===== config.mk =====
export PLATFORM = sky130hd
export DESIGN_NAME = eros_addr_map_unit
export DESIGN_NICKNAME = d
export VERILOG_FILES = /design/src/rtl/eros_addr_map_unit.sv
export SDC_FILE = /design/constraint.sdc
export NUM_CORES = 1
export LEC_CHECK = 0
export BUFFER_PORTS_ARGS = -buffer_cell sky130_fd_sc_hd__buf_2
export CAP_MARGIN = 20
export CORE_UTILIZATION = 50
export DETAILED_ROUTE_END_ITERATION = 10
export PLACE_DENSITY = 0.71
export SLEW_MARGIN = 10
export SYNTH_ARGS = -nofsm -noshare
export SYNTH_HDL_FRONTEND = slang
export SYNTH_SLANG_ARGS = --single-unit

===== constraint.sdc =====
create_clock -name clk_i -period 3.65 [get_ports clk_i]
set_clock_uncertainty 0.05 [all_clocks]
set_input_delay 0.73 -clock clk_i [delete_from_list [all_inputs] [get_ports clk_i]]
set_output_delay 0.73 -clock clk_i [all_outputs]
set_load 0.02 [all_outputs]

===== src/rtl/eros_addr_map_unit.sv =====
// Runtime-programmable address decoder with shadow/active rule tables, sticky lock and a
// one-stage valid/ready lookup pipeline. Optional miss logging under EROS_AMU_MISS_LOG_EN.
module eros_addr_map_unit #(
  parameter int unsigned NUM_RULES   = 5,
  parameter int unsigned ADDR_WIDTH  = 32,
  parameter int unsigned IDX_WIDTH   = 3,
  parameter int unsigned DEFAULT_IDX = 0,
  localparam int unsigned RULE_W     = (NUM_RULES > 1) ? $clog2(NUM_RULES) : 1
) (
  input  logic                  clk_i,
  input  logic                  rst_ni,
  input  logic                  cfg_we_i,
  input  logic [RULE_W-1:0]     cfg_rule_i,
  input  logic [1:0]            cfg_field_i,
  input  logic [ADDR_WIDTH-1:0] cfg_wdata_i,
  input  logic                  cfg_commit_i,
  input  logic                  cfg_lock_i,
  output logic                  cfg_locked_o,
  input  logic                  req_valid_i,
  output logic                  req_ready_o,
  input  logic [ADDR_WIDTH-1:0] req_addr_i,
  output logic                  resp_valid_o,
  input  logic                  resp_ready_i,
  output logic [IDX_WIDTH-1:0]  resp_idx_o,
  output logic                  resp_hit_o,
  output logic                  resp_multi_o
`ifdef EROS_AMU_MISS_LOG_EN
  ,
  input  logic                  miss_clr_i,
  output logic [15:0]           miss_cnt_o,
  output logic [ADDR_WIDTH-1:0] miss_addr_o,
  output logic                  miss_valid_o
`endif
);

  localparam logic [IDX_WIDTH-1:0] DefIdx = IDX_WIDTH'(DEFAULT_IDX);

  logic [ADDR_WIDTH-1:0] sh_start_q  [NUM_RULES];
  logic [ADDR_WIDTH-1:0] sh_end_q    [NUM_RULES];
  logic [IDX_WIDTH-1:0]  sh_idx_q    [NUM_RULES];
  logic                  sh_en_q     [NUM_RULES];
  logic [ADDR_WIDTH-1:0] sh_start_d  [NUM_RULES];
  logic [ADDR_WIDTH-1:0] sh_end_d    [NUM_RULES];
  logic [IDX_WIDTH-1:0]  sh_idx_d    [NUM_RULES];
  logic                  sh_en_d     [NUM_RULES];
  logic [ADDR_WIDTH-1:0] act_start_q [NUM_RULES];
  logic [ADDR_WIDTH-1:0] act_end_q   [NUM_RULES];
  logic [IDX_WIDTH-1:0]  act_idx_q   [NUM_RULES];
  logic                  act_en_q    [NUM_RULES];

  logic                  locked_q;
  logic                  we_en;
  logic                  commit_en;
  logic                  accept;
  logic                  lk_hit;
  logic                  lk_multi;
  logic [IDX_WIDTH-1:0]  lk_idx;
  logic                  resp_valid_q;
  logic [IDX_WIDTH-1:0]  resp_idx_q;
  logic                  resp_hit_q;
  logic                  resp_multi_q;

  assign we_en     = cfg_we_i && !locked_q && (32'(cfg_rule_i) < NUM_RULES);
  assign commit_en = cfg_commit_i && !locked_q;

  // Next shadow state; commit copies this so a same-cycle write is included.
  always_comb begin
    sh_start_d = sh_start_q;
    sh_end_d   = sh_end_q;
    sh_idx_d   = sh_idx_q;
    sh_en_d    = sh_en_q;
    for (int i = 0; i < NUM_RULES; i++) begin
      if (we_en && (32'(cfg_rule_i) == i)) begin
        unique case (cfg_field_i)
          2'd0:    sh_start_d[i] = cfg_wdata_i;
          2'd1:    sh_end_d[i]   = cfg_wdata_i;
          2'd2:    sh_idx_d[i]   = cfg_wdata_i[IDX_WIDTH-1:0];
          default: sh_en_d[i]    = cfg_wdata_i[0];
        endcase
      end
    end
  end

  always_ff @(posedge clk_i or negedge rst_ni) begin
    if (!rst_ni) begin
      for (int i = 0; i < NUM_RULES; i++) begin
        sh_start_q[i]  <= '0;
        sh_end_q[i]    <= '0;
        sh_idx_q[i]    <= '0;
        sh_en_q[i]     <= 1'b0;
        act_start_q[i] <= '0;
        act_end_q[i]   <= '0;
        act_idx_q[i]   <= '0;
        act_en_q[i]    <= 1'b0;
      end
      locked_q <= 1'b0;
    end else begin
      sh_start_q <= sh_start_d;
      sh_end_q   <= sh_end_d;
      sh_idx_q   <= sh_idx_d;
      sh_en_q    <= sh_en_d;
      if (commit_en) begin
        act_start_q <= sh_start_d;
        act_end_q   <= sh_end_d;
        act_idx_q   <= sh_idx_d;
        act_en_q    <= sh_en_d;
      end
      if (cfg_lock_i) begin
        locked_q <= 1'b1;
      end
    end
  end

  // Lowest-numbered match wins; any later match flags an overlap.
  always_comb begin
    lk_hit   = 1'b0;
    lk_multi = 1'b0;
    lk_idx   = DefIdx;
    for (int i = 0; i < NUM_RULES; i++) begin
      if (act_en_q[i] && (req_addr_i >= act_start_q[i]) && (req_addr_i < act_end_q[i])) begin
        if (lk_hit) begin
          lk_multi = 1'b1;
        end else begin
          lk_hit = 1'b1;
          lk_idx = act_idx_q[i];
        end
      end
    end
  end

  assign req_ready_o = !resp_valid_q || resp_ready_i;
  assign accept      = req_valid_i && req_ready_o;

  always_ff @(posedge clk_i or negedge rst_ni) begin
    if (!rst_ni) begin
      resp_valid_q <= 1'b0;
      resp_idx_q   <= DefIdx;
      resp_hit_q   <= 1'b0;
      resp_multi_q <= 1'b0;
    end else if (accept) begin
      resp_valid_q <= 1'b1;
      resp_idx_q   <= lk_idx;
      resp_hit_q   <= lk_hit;
      resp_multi_q <= lk_multi;
    end else if (resp_ready_i) begin
      resp_valid_q <= 1'b0;
    end
  end

  assign cfg_locked_o = locked_q;
  assign resp_valid_o = resp_valid_q;
  assign resp_idx_o   = resp_idx_q;
  assign resp_hit_o   = resp_hit_q;
  assign resp_multi_o = resp_multi_q;

`ifdef EROS_AMU_MISS_LOG_EN
  logic [15:0]           miss_cnt_q;
  logic [ADDR_WIDTH-1:0] miss_addr_q;
  logic                  miss_valid_q;

  // Clear wins over a same-cycle miss, which is then neither counted nor captured.
  always_ff @(posedge clk_i or negedge rst_ni) begin
    if (!rst_ni) begin
      miss_cnt_q   <= '0;
      miss_addr_q  <= '0;
      miss_valid_q <= 1'b0;
    end else if (miss_clr_i) begin
      miss_cnt_q   <= '0;
      miss_addr_q  <= '0;
      miss_valid_q <= 1'b0;
    end else if (accept && !lk_hit) begin
      if (miss_cnt_q != 16'hFFFF) begin
        miss_cnt_q <= miss_cnt_q + 16'd1;
      end
      if (!miss_valid_q) begin
        miss_addr_q  <= req_addr_i;
        miss_valid_q <= 1'b1;
      end
    end
  end

  assign miss_cnt_o   = miss_cnt_q;
  assign miss_addr_o  = miss_addr_q;
  assign miss_valid_o = miss_valid_q;
`endif

endmodule

==> results.py <==
metrics = {
    "routing": {
        "firstDrtPassIters": 6,
        "routed_wl_um": 84000,
        "drtIter0Drc": 1498,
        "vias": 22800,
        "drc": 0,
        "ant_nets": 0,
        "post_drt_wl_per_cell_um": 20.7,
        "viasPerCell": 5.61,
    },
    "sta": {
        "fin_crit_ps": 3530,
        "hold_viol": 0,
        "worst_slew_pin_slew_ps": 881,
        "fin_crit_sh": 0.968,
        "fin_ws_ps": 115,
        "finalMaxSlewViolations": 0,
        "setup_violations": 0,
        "relSlewSlack": 0.413,
        "fmax_mhz": 283,
        "rsz0062_at_grt": "false",
    },
    "floorplanning": {
        "start_util": 0.509,
        "fp-row-count": 93,
        "pin_count": 84,
        "fp.dieH_um": 259,
        "dieArea_sq_um": 67000,
        "core_sq_um": 64800,
        "dieWidth_um": 259,
    },
    "synth": {
        "synthFlopType": "dfrtp_1",
        "ys_top_cells_by_count": "687 x dfrtp_1, 402 x a21oi_1, 349 x nor2_1",
        "synth_top_area_cell": "dfrtp_1",
        "synth-async-reset-ratio": 1.00,
        "ys_warn_count": 0,
        "syn_area_sq_um": 33000,
        "ys_types": 74,
        "synth.top_cell.area_share": 0.521,
        "synth_cells": 2982,
        "synth_edf_count": 0,
        "synth.avg_cell_area_sq_um": 11.1,
        "synth_area_leaders": "dfrtp_1 52%, ha_1 12%, mux2_2 11%",
        "ys_seq_elements": 687,
        "yosysMostFrequentCell": "dfrtp_1",
        "yosysSeqAreaShare": 0.521,
        "syn-num-nets": 3373,
    },
    "power_and_ir_drop": {
        "p_leak_nw": 20.6,
        "peakVddDrop_uv": 354,
        "power.total_mw": 18.3,
        "p_per_area_nw_per_um2": 484,
    },
    "final_layout": {
        "nFillCells": 5131,
        "layout-drive-gt1-share": 0.223,
        "area_delta_synth_final_pct": 14.8,
        "utilization": 0.584,
        "fin_nets": 3546,
    },
    "clock_network": {
        "cts.sinks": 687,
        "clk_path_buf_depth": 3,
        "clk_latency_ps": 610,
        "htreeDepth": 3,
        "cts_buffers": 73,
        "post_cts_buffers": 0,
        "root_buffer": "clkbuf_16",
        "clkTransAtPathRegs_ps": 60,
        "cts_tree": "done",
    },
    "job": {
        "drv_cap": 0,
    },
    "worst_setup_path": {
        "crit_end": "resp_multi_o$_DFFE_PN0P_",
        "r2r.worst_path.cells": 12,
        "crit_start": "act_start_q[105]$_DFFE_PN0P_",
        "end_kind": "register",
        "reg2reg_to": "resp_multi_o$_DFFE_PN0P_",
        "critical_path_class": "register to register",
        "ff2ff_setup_slack_ps": 120,
        "arrival_ps": 4040,
        "startpoint_type": "register",
        "crit_required_ps": 4150,
        "rr_startpoint": "act_start_q[105]$_DFFE_PN0P_",
        "cp_max_fo": 7,
    },
    "global_routing": {
        "grt_max_degree": 103,
        "grt_pass1_vias": 24000,
        "globalRoute.busiestLayer": "met2",
        "globalRouteMet1Util": 0.343,
        "grt_overflow": 0,
        "grtUsageMet3": 0.0349,
        "antenna_found_initial": 5,
        "gr-usage-all-layers": 0.257,
        "grt_pass1_wl_um": 134000,
        "met2_usage": 0.424,
    },
    "place": {
        "dp_hpwl_um": 58400,
        "portBuffers": 83,
        "post-place-ws_ps": -415,
        "place_congestion": 0.910,
    },
    "run_status": {
        "status": "completed",
    },
    "hold_path": {
        "min_path_type": "primary input to asynchronous set/reset pin",
    },
}
==> power breakdown <==
part           internal [mW]  switching (mW)  leakage [nW]
Sequential              8.14           0.150          8.87
Combinational           1.05            1.64          10.5
Clock                   4.35            2.99          1.18
==> cell type report <==
| class | instances | area [sq um] | area share |
|---|---|---|---|
| repair buffers | 238 | 1890 | 0.0499 |
| well taps | 855 | 1070 | 0.0282 |
| flip-flops and latches | 687 | 17200 | 0.454 |
| diodes | 4 | 10.0 | 0.000264 |
| clock buffers | 111 | 2230 | 0.0590 |
| clock inverters | 15 | 136 | 0.00360 |
| multi-input cells | 1831 | 14100 | 0.373 |
| inverters | 324 | 1220 | 0.0321 |
==> how the worst min path moves through the flow <==
stage,from,to,slack [ps],cells past startpoint
global placement,sh_end_q[102]$_DFF_PN0_,sh_end_q[102]$_DFF_PN0_,410,1
finish,rst_ni,cfg_locked_o$_DFFE_PN0P_,130,1
floorplan,rst_ni,act_en_q[0]$_DFFE_PN0P_,380,0
detailed placement,sh_end_q[118]$_DFF_PN0_,sh_end_q[118]$_DFF_PN0_,420,1
global route,rst_ni,cfg_locked_o$_DFFE_PN0P_,190,1
CTS,rst_ni,sh_start_q[6]$_DFF_PN0_,160,1
==> worst max-delay path: stages (launching register included) <==
cell and delay, ps:
dfrtp_1 330, inv_1 70, ha_1 300, nand4_1 240
or4_4 600, a221oi_2 210, a2111o_1 240, a41oi_2 160
or3_4 410, nor3b_4 190, buf_4 180, o41ai_2 330
o211a_1 190
==> what timing repair did <==
item	CTS	global route
hold buffers	0	0
endpoints found under the setup margin	0	4
resized for setup	0	7
==> logic make-up after synthesis <==
family	Yosys count	share of synthesized area
flops	687	0.521
simple gates	568	0.0792
fa+ha+maj	315	0.119
buf+inv	464	0.0530
compound gates	578	0.101
mux	370	0.126
==> cells in the final DEF (no fill, tap or decap), drive strengths merged, types with 5 or more instances in the layout <==
cell type	n
dfrtp	687
a21oi	402
mux2	367
nor2	350
inv	326
ha	315
buf	238
clkbuf	111
nand2	63
a21o	42
nand4	42
o21ai	41
nand3	27
a211oi	23
nor3	18
nor2b	12
clkinv	11
and4	11
nand2b	10
o21a	9
a2111oi	7
o211ai	6
a221oi	6
o2111ai	5
a21boi	5
==> through the flow <==
stage / setup TNS, ps / instances / area, sq um / hold slack (ps)
after global placement: -1440 / 3935 / 35500 / 414
after detailed placement: -1720 / 3935 / 35500 / 421
after CTS: 0 / 4061 / 37800 / 164
final: 0 / 4065 / 37900 / 134
after global routing: 0 / 4065 / 37900 / 193
after floorplan: 0 / 2982 / 33000 / 384
==> sequential cells by signal, indices dropped and copies added, names as in the netlist <==
register / count
act_end_q: 160
sh_en_q: 5
resp_hit_o: 1
act_en_q: 5
sh_start_q: 160
act_idx_q: 15
cfg_locked_o: 1
sh_idx_q: 15
sh_end_q: 160
act_start_q: 160
resp_valid_o: 1
resp_idx_o: 3
resp_multi_o: 1
==> metal layers <==
metal	routed length (um)	vias to the layer above
li1	-	10600
met5	0	-
met2	40400	473
met1	37200	11600
met4	2920	0
met3	3450	165
Note: power is estimated with default switching activity, not from simulation.
